===== config.mk =====
export PLATFORM = sky130hd
export DESIGN_NAME = clemensnasenberg_i2s_tx
export DESIGN_NICKNAME = d
export VERILOG_FILES = /design/src/rtl/clemensnasenberg_i2s_tx.sv
export SDC_FILE = /design/constraint.sdc
export NUM_CORES = 1
export LEC_CHECK = 0
export ABC_AREA = 1
export CAP_MARGIN = 20
export CORE_MARGIN = 8
export CORE_UTILIZATION = 45
export CTS_CLUSTER_DIAMETER = 150
export CTS_CLUSTER_SIZE = 10
export DETAILED_ROUTE_END_ITERATION = 8
export GPL_ROUTABILITY_DRIVEN = 0
export PLACE_DENSITY_LB_ADDON = 0.08
export SLEW_MARGIN = 20
export SYNTH_ARGS = -nofsm -noshare
export SYNTH_HDL_FRONTEND = slang
export SYNTH_SLANG_ARGS = --single-unit

===== constraint.sdc =====
create_clock -name sck -period 6.35 [get_ports sck]
set_input_delay 0.635 -clock sck [delete_from_list [all_inputs] [get_ports sck]]
set_output_delay 0.635 -clock sck [all_outputs]
set_load 0.03 [all_outputs]

===== src/rtl/clemensnasenberg_i2s_tx.sv =====
// I2S transmitter (bus master): generates ws framing from a free-running bit
// counter and shifts out one buffered left/right pair per frame, MSB first,
// with the standard one-bit delay after each ws transition.
//
// Handshake: the source holds in_valid with stable left_in/right_in until a
// posedge where in_valid && in_ready; on that edge both samples are captured
// into the holding buffer. in_ready is a register (= buffer empty), so it
// never depends combinationally on in_valid.
module clemensnasenberg_i2s_tx #(
    parameter int WIDTH      = 24,
    parameter int SLOT_WIDTH = 32
) (
    input  logic             sck,
    input  logic             reset,
    input  logic             in_valid,
    output logic             in_ready,
    input  logic [WIDTH-1:0] left_in,
    input  logic [WIDTH-1:0] right_in,
    output logic             ws,
    output logic             sd,
    output logic             underrun
);

    localparam int FRAME = 2 * SLOT_WIDTH;
    localparam int CW    = (FRAME > 1) ? $clog2(FRAME) : 1;

    localparam logic [CW-1:0] LAST_C  = CW'(FRAME - 1);
    localparam logic [CW-1:0] SLOT_C  = CW'(SLOT_WIDTH);
    localparam logic [CW-1:0] WIDTH_C = CW'(WIDTH);
    localparam logic [CW-1:0] MSB_C   = CW'(WIDTH - 1);

    // run_q is clear only in the cycle right after a reset edge, so the
    // release edge leaves the counter at 0 instead of advancing it.
    logic             run_q, run_d;
    logic [CW-1:0]    cnt_q, cnt_d;
    logic             full_q, full_d;
    logic [WIDTH-1:0] buf_l_q, buf_l_d, buf_r_q, buf_r_d;
    logic [WIDTH-1:0] act_l_q, act_l_d, act_r_q, act_r_d;
    logic             ready_q, ready_d;
    logic             ws_q, ws_d;
    logic             sd_q, sd_d;
    logic             underrun_q, underrun_d;

    logic             wrap;
    logic             accept;
    logic [CW-1:0]    pos;
    logic [CW-1:0]    bit_idx;
    logic             right_slot;
    logic [WIDTH-1:0] word;
    logic [WIDTH-1:0] shifted;

    // Framing counter, holding buffer / active pair handover and handshake.
    always_comb begin
        wrap       = run_q && (cnt_q == LAST_C);
        accept     = in_valid && ready_q;
        run_d      = 1'b1;
        cnt_d      = '0;
        full_d     = full_q;
        buf_l_d    = buf_l_q;
        buf_r_d    = buf_r_q;
        act_l_d    = act_l_q;
        act_r_d    = act_r_q;
        underrun_d = 1'b0;
        if (run_q && !wrap) begin
            cnt_d = cnt_q + CW'(1);
        end
        if (wrap) begin
            if (full_q) begin
                act_l_d = buf_l_q;
                act_r_d = buf_r_q;
                full_d  = 1'b0;
            end else begin
                act_l_d    = '0;
                act_r_d    = '0;
                underrun_d = 1'b1;
            end
        end
        // A full buffer keeps in_ready low, so accept never coincides with
        // the wrap that empties the buffer.
        if (accept) begin
            buf_l_d = left_in;
            buf_r_d = right_in;
            full_d  = 1'b1;
        end
        ready_d = !full_d;
        ws_d    = (cnt_d >= SLOT_C);
    end

    // Serial bit for the upcoming counter value, one bit behind ws. The
    // active pair is taken before any wrap update, so cnt=0 still carries
    // the previous frame's last right-slot bit.
    always_comb begin
        pos        = (cnt_d == '0) ? LAST_C : cnt_d - CW'(1);
        right_slot = (pos >= SLOT_C);
        bit_idx    = right_slot ? pos - SLOT_C : pos;
        word       = right_slot ? act_r_q : act_l_q;
        shifted    = '0;
        sd_d       = 1'b0;
        if (bit_idx < WIDTH_C) begin
            shifted = word >> (MSB_C - bit_idx);
            sd_d    = shifted[0];
        end
    end

    // State and output registers with synchronous active-low reset.
    always_ff @(posedge sck) begin
        if (!reset) begin
            run_q      <= 1'b0;
            cnt_q      <= '0;
            full_q     <= 1'b0;
            buf_l_q    <= '0;
            buf_r_q    <= '0;
            act_l_q    <= '0;
            act_r_q    <= '0;
            ready_q    <= 1'b0;
            ws_q       <= 1'b0;
            sd_q       <= 1'b0;
            underrun_q <= 1'b0;
        end else begin
            run_q      <= run_d;
            cnt_q      <= cnt_d;
            full_q     <= full_d;
            buf_l_q    <= buf_l_d;
            buf_r_q    <= buf_r_d;
            act_l_q    <= act_l_d;
            act_r_q    <= act_r_d;
            ready_q    <= ready_d;
            ws_q       <= ws_d;
            sd_q       <= sd_d;
            underrun_q <= underrun_d;
        end
    end

    assign in_ready = ready_q;
    assign ws       = ws_q;
    assign sd       = sd_q;
    assign underrun = underrun_q;

endmodule


==> impl_metrics.env <==
export IMPL_detail_route_antenna_nets=0
export IMPL_die_area_um2=14000
export IMPL_synth_cell_types=29
export IMPL_syn2layout_area_growth_pct=16.7
export IMPL_grt_max_degree=51
export IMPL_path_cells="ha_1 > nand2_2 > nor2_4 > nand2_4 > nand2_4 > nor2_2 > clkinv_1 > ha_1 > nand2_1 > inv_1 > nand3_1 > inv_1 > nor3_2 > inv_1 > ha_1 > nor2_1 > nand3_1 > a21oi_2"
export IMPL_grt_pass1_vias=3874
export IMPL_wirelength_mm=10.2
export IMPL_peakVddDrop_mv=0.115
export IMPL_rrSetupSlack_ns=2.42
export IMPL_finalSetupViolCount=0
export IMPL_io_buffers=54
export IMPL_fp_dieW_um=118
export IMPL_synth_seq_cells=108
export IMPL_nets=709
export IMPL_clock_sinks=108
export IMPL_seq_area_frac_synth=0.458
export IMPL_min_period_ns=3.93
export IMPL_ios=55
export IMPL_grt_setup_unrepaired="no"
export IMPL_worstMarginPinSlew_ns=0.658
export IMPL_finalSetupTns_ns=0
export IMPL_synthCells=625
export IMPL_syn_area_per_cell_um2=7.55
export IMPL_min_period_over_period=0.619
export IMPL_cp_slowest_cell="clkinv_1"
export IMPL_final_common_cell="nor2_1"
export IMPL_cts_tree="yes"
export IMPL_syn_area_um2=4720
export IMPL_start_util=0.459
export IMPL_drv_cap=0
export IMPL_antenna_cells=0
export IMPL_vias=3976
export IMPL_path_clk_slew_ns=0.10
export IMPL_crit_end="sd$_SDFF_PP0_"
export IMPL_grt_antenna_before_repair=0
export IMPL_gr_usage_all_layers=0.150
export IMPL_ctsRootBufferMaster="clkbuf_8"
export IMPL_cp_start_kind="register"
export IMPL_power_mw=1.36
export IMPL_htreeDepth=3
export IMPL_hold_viol=0
export IMPL_fin_skew_ns=0.0175
export IMPL_slew_headroom=0.561
export IMPL_drv_slew=0
export IMPL_hpwl_mm=7.28
export IMPL_p_leak_nw=2.13
export IMPL_fp_dieH_um=118
export IMPL_hp_class="register to register"
export IMPL_cp_arrival_ns=4.24
export IMPL_vias_per_cell=5.00
export IMPL_worst_r2r_endpoint="sd$_SDFF_PP0_"
export IMPL_rr_worst_depth=18
export IMPL_overflow=0
export IMPL_power_density_nw_per_um2=247
export IMPL_rows=37
export IMPL_cts_made_buffers=9
export IMPL_timing_rr_start="cnt_q[0]$_SDFF_PN0_"
export IMPL_grt_pass1_wl_mm=17.9
export IMPL_status="completed"
export IMPL_yosysWarnings=0
export IMPL_drc=0
export IMPL_syn_nets=680
export IMPL_max_freq_ghz=0.254
export IMPL_drt_pass1_iter_count=4
export IMPL_cts_resized=0
export IMPL_cts_setup_buffers=0
export IMPL_drive_gt1_frac=0.0804
export IMPL_slowest_delay_ns=0.67
export IMPL_wl_per_cell_um=12.8
export IMPL_drt_first_iter_violations=258
export IMPL_clock_latency_ns=0.37
export IMPL_ctsHoldBuffers=0
export IMPL_layout_common_cells="nor2_1, dfxtp_1, o21ai_0"
export IMPL_critPathMaxFanout=19
export IMPL_cts_buffer_depth=2
export IMPL_core_area_um2=10300
export IMPL_cp_end_kind="register"
export IMPL_crit_type="register to register"
export IMPL_crit_path_start="cnt_q[0]$_SDFF_PN0_"
export IMPL_required_ns=6.66
[worst max-delay path, delay by kind of cell, from the launching register on]
kind,cells,cell delay [ns]
buf+inv,4,0.93
flops,1,0.36
simple gates,10,1.41
fa+ha+maj,3,1.02
compound gates,1,0.14
[Yosys cell counts]
cell | number | area [um^2]
nor2_1 | 115 | 432
dfxtp_1 | 108 | 2160
o21ai_0 | 66 | 330
nand3_1 | 61 | 305
nand2_1 | 60 | 225
inv_1 | 59 | 221
a21oi_1 | 37 | 185
clkbuf_1 | 32 | 120
a211oi_1 | 31 | 233
nand3_2 | 6 | 60.1
buf_1 | 4 | 15.0
buf_6 | 4 | 45.0
ha_1 | 4 | 50.1
nand2_2 | 4 | 25.0
nand2_4 | 4 | 45.0
o211ai_2 | 4 | 50.1
o21ai_1 | 4 | 20.0
nand3_4 | 3 | 52.6
nand4_1 | 3 | 18.8
nor3_1 | 3 | 15.0
clkinv_1 | 2 | 7.51
inv_2 | 2 | 7.51
nor2_2 | 2 | 12.5
nor2_4 | 2 | 22.5
a21oi_2 | 1 | 8.76
buf_4 | 1 | 7.51
clkbuf_8 | 1 | 13.8
nor2_8 | 1 | 20.0
nor3_2 | 1 | 10.0
[cell families (layout without fill, tap and decap cells)]
logic type	count (synthesis)	in the layout	share of synthesized area
compound gates	143	143	0.175
fa+ha+maj	4	4	0.0106
buf+inv	105	139	0.0928
flops	108	108	0.458
simple gates	265	265	0.263
[worst min path at each step]
stage	from	endpoint	cells after the start
2_1_floorplan	act_l_q[0]$_SDFFE_PN0P_	act_l_q[0]$_SDFFE_PN0P_	2
3_3_place_gp	act_l_q[1]$_SDFFE_PN0P_	act_l_q[1]$_SDFFE_PN0P_	2
3_5_place_dp	act_l_q[1]$_SDFFE_PN0P_	act_l_q[1]$_SDFFE_PN0P_	2
4_1_cts	act_l_q[15]$_SDFFE_PN0P_	act_l_q[15]$_SDFFE_PN0P_	2
5_1_grt	act_l_q[0]$_SDFFE_PN0P_	act_l_q[0]$_SDFFE_PN0P_	2
6_report	act_r_q[0]$_SDFFE_PN0P_	act_r_q[0]$_SDFFE_PN0P_	2
[layout make-up]
class                   count  area (um^2)
fillers                  1056         4770
flip-flops and latches    108         2160
multi-input cells         412         2120
repair buffers             60          581
inverters                  63          236
well taps                 136          170
clock buffers               9          124
clock inverters             7          114
[registers in the layout, summed over array words and instances, names as in the netlist, 6 cells and up]
signal and cells:
act_r_q 24, cnt_q 6, buf_r_q 24, act_l_q 24, buf_l_q 24
[metrics by stage]
step	setup slack (ns)	util	instance area [um^2]	instances	hold slack, ns
floorplan	3.25	-	4720	625	0.437
detailed placement	2.45	0.513	5270	779	0.464
global route	2.07	0.536	5510	795	0.502
global placement	2.60	0.513	5270	779	0.459
CTS	2.41	0.536	5510	795	0.481
finish	2.42	0.536	5510	795	0.474
[power by group]
group / switching [mW] / internal, mW
sequential: 0.0136 / 0.702
combinational: 0.0925 / 0.0703
clock: 0.248 / 0.232
[per-layer routing]
| metal | vias to the layer above | track usage | routed length [um] | part of all wire |
|---|---|---|---|---|
| met5 | - | 0 | 0 | 0 |
| met4 | 0 | 0.0601 | 242 | 0.024 |
| met3 | 19 | 0.0347 | 367 | 0.036 |
| met2 | 67 | 0.247 | 4730 | 0.47 |
| met1 | 1780 | 0.188 | 4820 | 0.47 |
| li1 | 2110 | - | - | - |
(Power assumes the default switching activity.)
